<file path="src/rtl/seq_mult_if.sv">
// Request/result bundle for seq_mult: start/a/b in, busy/done/product out.
// Latency: n/a (signal grouping only).
// Backpressure: none; the requester must watch busy, because start is ignored while it is high.
interface seq_mult_if #(
    parameter int WIDTH = 32
);
    logic                 start;
    logic [WIDTH-1:0]     a;
    logic [WIDTH-1:0]     b;
    logic                 busy;
    logic                 done;
    logic [2*WIDTH-1:0]   product;

    modport master (
        output start,
        output a,
        output b,
        input  busy,
        input  done,
        input  product
    );

    modport slave (
        input  start,
        input  a,
        input  b,
        output busy,
        output done,
        output product
    );
endinterface

</file>
<file path="src/rtl/seq_mult.sv">
// Shift-add sequential multiplier, one partial product per cycle; SEQ_MULT_SIGNED_EN selects two's-complement operands.
// Latency: done pulses in the cycle after edge T+WIDTH when start is accepted at edge T.
// Backpressure: none; start is ignored while busy, and product holds until the next completion.
module seq_mult #(
    parameter int WIDTH = 32
) (
    input  logic      clk,
    input  logic      rst_n,
    seq_mult_if.slave bus
);
    localparam int CW = (WIDTH > 1) ? $clog2(WIDTH) : 1;

    typedef enum logic [1:0] {
        IDLE = 2'd0,
        RUN  = 2'd1,
        DONE = 2'd2
    } state_t;

    state_t               state;
    logic [WIDTH-1:0]     mcand;
    logic [WIDTH-1:0]     acc;
    logic [WIDTH-1:0]     working;
    logic [CW-1:0]        count;
    logic                 busy_q;
    logic                 done_q;
    logic [2*WIDTH-1:0]   product_q;

    logic [WIDTH-1:0]     a_mag;
    logic [WIDTH-1:0]     b_mag;
    logic [WIDTH:0]       sum;
    logic [2*WIDTH-1:0]   shifted;
    logic [2*WIDTH-1:0]   final_prod;
    logic                 last;

`ifdef SEQ_MULT_SIGNED_EN
    logic                 sign;

    // Magnitudes are taken at start; -MIN wraps to MIN, which is still the right unsigned magnitude.
    assign a_mag      = bus.a[WIDTH-1] ? -bus.a : bus.a;
    assign b_mag      = bus.b[WIDTH-1] ? -bus.b : bus.b;
    assign final_prod = sign ? -shifted : shifted;
`else
    assign a_mag      = bus.a;
    assign b_mag      = bus.b;
    assign final_prod = shifted;
`endif

    // Carry is kept as the top bit of sum and shifted into acc, so no product bit is lost.
    always_comb begin
        sum = {1'b0, acc};
        if (working[0]) begin
            sum = {1'b0, acc} + {1'b0, mcand};
        end
    end

    assign shifted = {sum, working[WIDTH-1:1]};
    assign last    = (count == CW'(WIDTH - 1));

    always_ff @(posedge clk) begin
        if (!rst_n) begin
            state     <= IDLE;
            mcand     <= '0;
            acc       <= '0;
            working   <= '0;
            count     <= '0;
            busy_q    <= 1'b0;
            done_q    <= 1'b0;
            product_q <= '0;
`ifdef SEQ_MULT_SIGNED_EN
            sign      <= 1'b0;
`endif
        end else begin
            case (state)
                IDLE: begin
                    if (bus.start) begin
                        mcand   <= a_mag;
                        working <= b_mag;
                        acc     <= '0;
                        count   <= '0;
                        busy_q  <= 1'b1;
`ifdef SEQ_MULT_SIGNED_EN
                        sign    <= bus.a[WIDTH-1] ^ bus.b[WIDTH-1];
`endif
                        state   <= RUN;
                    end
                end
                RUN: begin
                    acc     <= shifted[2*WIDTH-1:WIDTH];
                    working <= shifted[WIDTH-1:0];
                    count   <= count + CW'(1);
                    if (last) begin
                        product_q <= final_prod;
                        done_q    <= 1'b1;
                        state     <= DONE;
                    end
                end
                DONE: begin
                    done_q <= 1'b0;
                    busy_q <= 1'b0;
                    state  <= IDLE;
                end
                default: begin
                    done_q <= 1'b0;
                    busy_q <= 1'b0;
                    state  <= IDLE;
                end
            endcase
        end
    end

    assign bus.busy    = busy_q;
    assign bus.done    = done_q;
    assign bus.product = product_q;
endmodule
</file>
<file path="src/flat_wrapper.sv">
// flat-port wrapper written by rule: the top's interface ports become plain ports
module seq_mult_flat 
#(
    parameter int WIDTH = 32
)
  (clk, rst_n, bus_start, bus_a, bus_b, bus_busy, bus_done, bus_product);
  seq_mult_if #(.WIDTH(WIDTH)) bus_i ();
  input  logic clk;
  input  logic rst_n;
  input wire logic [$bits(bus_i.start)-1:0] bus_start;
  input wire logic [$bits(bus_i.a)-1:0] bus_a;
  input wire logic [$bits(bus_i.b)-1:0] bus_b;
  output wire logic [$bits(bus_i.busy)-1:0] bus_busy;
  output wire logic [$bits(bus_i.done)-1:0] bus_done;
  output wire logic [$bits(bus_i.product)-1:0] bus_product;
  assign bus_i.start = bus_start;
  assign bus_i.a = bus_a;
  assign bus_i.b = bus_b;
  assign bus_busy = bus_i.busy;
  assign bus_done = bus_i.done;
  assign bus_product = bus_i.product;
  seq_mult #(.WIDTH(WIDTH)) u_core (.clk(clk), .rst_n(rst_n), .bus(bus_i));
endmodule
</file>
<file path="config.mk">
export PLATFORM = sky130hd
export DESIGN_NAME = seq_mult_flat
export DESIGN_NICKNAME = d
export VERILOG_FILES = /design/src/rtl/seq_mult_if.sv /design/src/rtl/seq_mult.sv /design/src/flat_wrapper.sv
export SDC_FILE = /design/constraint.sdc
export NUM_CORES = 1
export LEC_CHECK = 0
export CAP_MARGIN = 40
export CORE_UTILIZATION = 30
export DETAILED_ROUTE_END_ITERATION = 16
export DONT_BUFFER_PORTS = 1
export PLACE_DENSITY = 0.42
export SYNTH_ARGS = -nofsm -noshare
export SYNTH_HDL_FRONTEND = slang
export SYNTH_SLANG_ARGS = --single-unit
</file>
<file path="constraint.sdc">
create_clock -name clk -period 2.5 [get_ports clk]
set_input_delay 0.375 -clock clk [delete_from_list [all_inputs] [get_ports clk]]
set_output_delay 0.375 -clock clk [all_outputs]
set_load 0.05 [all_outputs]
</file>
==> results.md, run 1 <==
- CP startpoint: u_core.mcand[0]$_SDFFE_PN0P_
- Row Count: 61
- Final setup margin: approximately 0.018 ns
- Final cell count without fillers: 1529
- Fin crit period: 2.482 ns
- Setup tns final: 0 ns
- Final period util: 99.27%
- Dpl hpwl: 18.84 mm
- Gr busiest metal: met2
- Largest net degree at the start of global routing: 68
- Hold wc startpoint: bus_a[15]
- Area of the core: 27930 µm²
- Syn Area/Cell: around 7.8 µm²
- Hold EP: u_core.mcand[15]$_SDFFE_PN0P_
- Total power: 6.216 mW
- Register area share after synthesis: 39.46%
- Reg2Reg Capture Point: u_core.bus.product[63]$_SDFFE_PN0P_
- VDD IR max: 398.4 µV
- Remaining DRCs: 0
- Top cells by area, synth: dfxtp_1, nand2_1, a21oi_1, ha_1, nor2_1
- Crit path arrival time: roughly 2.8 ns
- Status: finished, final reports clean
- Gpl congestion: between 0.8 and 0.9
- Starting Density: 30.70%
- Slew Limit Fails: 0
- Final hold vios: 0
- Post-place setup slack: -0.2943 ns
- Clk Tree Root Cell: clkbuf_16
- DR pass1 iterations: 5
- Later-pin clock latency in the skew report: 0.44 ns
- Detail Route Antenna Nets: 0
- RSZ-0062 raised after global routing: true
- Worst r2r src: u_core.mcand[0]$_SDFFE_PN0P_
- Hold Path Depth: 2
- Top cells by count, synth: nand2_1, dfxtp_1, a21oi_1
- Slew margin rel.: 59.73%
- Die Ht: approximately 170 µm
- Setup Crit Path Kind: reg -> reg
- Yosys reg bits: about 170
- Share of layout cells above drive strength 1: between 20% and 30%
- Worst Hold Class: in -> reg
- Final setup fails: 0
- Nets: 1240
- Die Area: 29260 µm²
- Final wirelength: 27.47 mm
- Met1 Usage GRT: 24.63%
- Post-synth EDFFs: 0
- Fmax: just over 400 MHz
- Total gr overflow: 0
- Max Cap Violations: 0
- CTS Hold Bufs: 0
- CP endpoint kind: flip-flop
- Synth top area share: between 30 and 40%
- Yosys Warn Count: 0
- Top FF cell, synth: dfxtp_1
- Mean number of vias per cell: 5.112
- Worst-path clk slew: 0.08 ns
- Chip Width: around 170 µm
- Number of global-route vias before repair: 7816
- Least-Margin Pin Slew: 0.6033 ns
- DRT iter0 DRCs: 408
- DR WL/cell: 17.96 µm
- Mapped Cells: approximately 1100
- Pleak: 3.905 nW
- IO Port Bufs: 0
- Most numerous cell in the Yosys netlist: nand2_1
- # H-tree levels: 4
- Total track usage: 19.21%
- Initial antenna violation count: 0
- Cell type with the largest total area after synthesis: dfxtp_1
- Area Growth Syn to Fin: 23.46%
- I/O pin cnt: 133
- R2r setup slk: 0.02 ns
- Placed cell count: 1493
- Clock Tree Buf Depth: 2
- Syn Nets: 1196
- Async SR Flop Fraction: 0%
- GR met2 Demand/Resource: 32.56%
- Vias post-DR: 7816
- Cell Area, Synth: roughly 8600 µm²
- Worst-path maximum fanout: 3
- Post-synth cell types: 69
- CP required: 2.83 ns
- Clk sinks: 169
- First-pass GRT wire length: about 44 mm
- GR Util met3: 4.118%
- R2r worst-path depth: 11
- CTS Buf Count: 17
- Max Clock Skew: approximately 0.019 ns
- Pwr/cell area: 587.2 nW/µm²
- Crit path launch type: flip-flop
- ANT cells: 0
- CTS tree: done
[registers in the layout, indices dropped and copies added (netlist names)]
register / count
u_core.bus.busy: 1
u_core.working: 32
u_core.bus.done: 1
u_core.bus.product: 64
u_core.state: 2
u_core.count: 5
u_core.mcand: 32
u_core.acc: 32
[area by class of cell]
class | count | area (µm²)
clock buffers | 17 | 425.4
clock inverters | 15 | 153.9
fillers | 2987 | 17350
inverters | 14 | 55.05
multi-input cells | 830 | 5205
flip-flops and latches | 169 | 3403
well taps | 378 | 473.0
repair buffers | 106 | 870.8
[report_power, final]
| group | leakage, nW | internal, mW | switching (mW) |
|---|---|---|---|
| clock | 0.272 | 1.33 | 1.34 |
| combinational | 2.25 | 0.250 | 0.427 |
| sequential | 1.38 | 2.78 | 0.0838 |
[metal layers]
metal	wire, µm	share of wire (%)	up-vias
met5	0	0	-
li1	-	-	3961
met1	12930	47	3736
met4	233	0.85	0
met2	13160	48	103
met3	1143	4.2	16
[worst max-delay path: stages, from the launching register on]
cell and delay (ns):
dfxtp_2 0.34, ha_4 0.17, fa_2 0.38, a211oi_4 0.26, o21ai_2 0.09, a22oi_2 0.21, buf_4 0.18, a21oi_4 0.07
a31oi_4 0.20, o21ai_1 0.09, a21o_1 0.19, a32o_1 0.21
[kinds of logic (layout without fill, tap and decap cells)]
kind of cell,Yosys count,count (layout),share of synthesized area (%)
AO/OA/AOI/OAI,333,333,24.47
XOR/XNOR,19,19,1.941
adder cells (fa/ha/maj),35,35,5.195
buffers and inverters,95,152,5.559
flip-flops,169,169,39.46
multiplexers,15,15,1.751
AND/OR/NAND/NOR,428,428,21.63
[stage by stage]
step                      util, %  hold WS (ns)  area [µm²]
final                       37.90       0.05661       10590
after CTS                   36.90       0.04225       10310
after global placement      33.98        0.4371        9492
after detailed placement    33.98        0.4587        9492
after floorplan                 -        0.4149        8579
after global routing        37.90       0.04827       10590
[worst max-delay path by stage]
stage	cells past startpoint	slack (ns)	to
floorplan	10	0.04	u_core.bus.product[63]$_SDFFE_PN0P_
global placement	10	-0.26	u_core.bus.product[63]$_SDFFE_PN0P_
detailed placement	10	-0.29	u_core.bus.product[63]$_SDFFE_PN0P_
CTS	11	-0.04	u_core.bus.product[57]$_SDFFE_PN0P_
global route	11	-0.12	u_core.bus.product[62]$_SDFFE_PN0P_
finish	11	0.02	u_core.bus.product[63]$_SDFFE_PN0P_
[cells in the final DEF, fill, tap and decap left out, drive strengths merged, types with 5 or more instances in the layout]
cell     netlist  layout
dfxtp        169     169
o2111ai        5       5
a21o          18      18
ha            34      34
o21ai         56      56
xnor2         11      11
a311oi        35      35
o21bai         5       5
nand4          8       8
and2          10      10
nor2          95      95
nor3          13      13
buf           11     106
and3           9       9
mux2i         15      15
or2            5       5
nor2b          9       9
xor2           8       8
o21a           6       6
nand2        224     224
a211oi        18      18
nand3         32      32
inv           14      22
a21oi        136     136
clkbuf        69      17
or3            7       7
a31oi         20      20
nand2b         8       8
[what timing repair did]
action,CTS,global route
setup endpoints to repair,35,44
pin swaps,24,34
gates resized for setup,41,54
setup buffers,2,3
(Power assumes the default switching activity.)
==> inputs of run 2 (changes only) <==
- CORE_MARGIN: default -> 2
==> results.md, run 2 (same netlist as run 1, synthesis figures left out) <==
- Status: complete, but fails checks
- Failing checks: negative setup slack
- CP endpoint kind: flip-flop
- Placed cell count: 1484
- Worst Path Buf+Inv: 2
- Clock Tree Buf Depth: 2
- Row Count: 61
- Slew margin rel.: 42.44%
- Least-Margin Pin Slew: approximately 0.86 ns
- Setup Crit Path Kind: reg -> reg
- Final hold vios: 0
- Total track usage: a little under a fifth
- Clk sinks: 169
- Starting Density: 30.70%
- Critical-path cell list: ha_4 -> fa_2 -> a211oi_4 -> o21ai_2 -> a22oi_2 -> buf_6 -> a21oi_4 -> o21ai_2 -> buf_6 -> mux2i_1 -> a21oi_2 -> nor2_1
- Chip Width: 173.1 µm
- Final wirelength: between 20 and 30 mm
- Gpl congestion: 0.8350
- Nets: between 1000 and 1500
- ANT cells: 0
- CP Capture Point: u_core.bus.product[61]$_SDFFE_PN0P_
- Final setup margin: -0.04957 ns
- # H-tree levels: 4
- Top delay family on crit path: compound AO/OA/AOI/OAI gates
- Worst r2r src: u_core.acc[0]$_SDFFE_PN0P_
- Fmax: 392.2 MHz
- Worst-path clk slew: 0.08 ns
- Slew Limit Fails: 0
- Crit path launch type: flip-flop
- DRT iter0 DRCs: 442
- Final cell count without fillers: 1526
- Final period util: 102.0%
- Later-pin clock latency in the skew report: 0.43 ns
- Crit path depth: 12
- DR WL/cell: 18.05 µm
- Final setup fails: 5
- IO Port Bufs: 0
- Worst Hold Class: in -> reg
- Mean number of vias per cell: 5.127
- Max reg flops: 64
- Remaining DRCs: 0
- Detail Route Antenna Nets: 0
- Most frequent cells in the layout: nand2_1, dfxtp_1, a21oi_1
- CP required: 2.87 ns
- Crit path arrival time: 2.92 ns
- Dpl hpwl: 18.67 mm
- Worst-path maximum fanout: 5
- Max Cap Violations: 0
- Die Ht: 173.1 µm
- Number of global-route vias before repair: 7769
- I/O pin cnt: around 130
- Largest net degree at the start of global routing: 65
- CTS tree: done
- Fin crit period: 2.550 ns
- DR pass1 iterations: 4
- VDD IR max: 421.5 µV
- Vias post-DR: 7824
- Die Area: about 30000 µm²
- Worst hold slack: 0.06220 ns
- Max Clock Skew: 0.02100 ns
- Commonest non-fill, non-tap cell in the layout: nand2_1
- Total gr overflow: 0
- Critical-path top delay cell: fa_2
- CP startpoint: u_core.acc[0]$_SDFFE_PN0P_
- Pleak: between 3 and 4 nW
- R2r setup slk: -0.05 ns
- Post-place setup slack: -0.2203 ns
- RSZ-0062 raised after global routing: true
- Initial antenna violation count: 0
- Clk Tree Root Cell: clkbuf_16
- Pwr/cell area: 580.4 nW/µm²
- Reg2Reg Capture Point: u_core.bus.product[61]$_SDFFE_PN0P_
- Share of layout cells above drive strength 1: 21.34%
- R2r worst-path depth: 12
- Area Growth Syn to Fin: 24.59%
- First-pass GRT wire length: 43.77 mm
- CP peak stage delay: 0.41 ns
- Area of the core: 27930 µm²
- CTS Buf Count: 17
==> run 2: changes by cell type in the layout (fill, tap and decap cells not counted), moves of 6 or more <==
cell / change
buf_4: -10
dfxtp_2: +8
buf_6: +6
dfxtp_1: -8
==> run 2: cell type report <==
| type | count | area [µm²] |
|---|---|---|
| Clock buffer | 17 | 425.4 |
| Clock inverter | 15 | 155.1 |
| Fill cell | 3008 | 17250 |
| Inverter | 14 | 55.05 |
| Multi-Input combinational cell | 830 | 5278 |
| Sequential cell | 169 | 3413 |
| Tap cell | 378 | 473.0 |
| Timing Repair Buffer | 103 | 883.3 |
==> run 2: layer usage <==
metal  track usage (%)  routed length [µm]  vias up
li1                  -                   -     3956
met1             23.94               13030     3726
met2             30.97               13270      123
met3             3.474                1046       19
met4             3.531                 193        0
met5                 0                   0        -
==> run 2: through the flow <==
step                      util [%]  total power [mW]  instance area (µm²)  setup TNS [ns]
final                        38.24             6.200                10680         -0.1779
after global routing         38.24             6.454                10680          -2.756
after CTS                    36.56             6.250                10210         -0.2174
after detailed placement     33.78             3.565                 9437          -3.239
after global placement       33.78             3.562                 9437          -2.261
after floorplan                  -             3.350                 8579               0
==> run 2: power breakdown <==
| part | switching [mW] | internal [mW] | total [mW] |
|---|---|---|---|
| logic | 0.427 | 0.244 | 0.671 |
| registers | 0.0839 | 2.78 | 2.87 |
| clock network | 1.33 | 1.34 | 2.66 |
| total | 1.84 | 4.36 | 6.20 |
==> run 2: worst min-delay path by stage <==
stage,startpoint,to,slack (ns),depth (start not counted)
after detailed placement,u_core.count[3]$_SDFFE_PN0P_,u_core.count[3]$_SDFFE_PN0P_,0.44,1
final,bus_a[18],u_core.mcand[18]$_SDFFE_PN0P_,0.06,2
after CTS,bus_a[18],u_core.mcand[18]$_SDFFE_PN0P_,0.05,2
after global placement,u_core.count[3]$_SDFFE_PN0P_,u_core.count[3]$_SDFFE_PN0P_,0.43,1
after floorplan,u_core.count[3]$_SDFFE_PN0P_,u_core.count[3]$_SDFFE_PN0P_,0.41,1
after global routing,bus_a[18],u_core.mcand[18]$_SDFFE_PN0P_,0.06,2
==> run 2: timing repair <==
item                                    4_1_cts  5_1_grt
resized for setup                            35       90
buffers inserted                              1        9
hold buffers                                  0        0
endpoints found under the setup margin       39       47
pin swaps                                    27       50
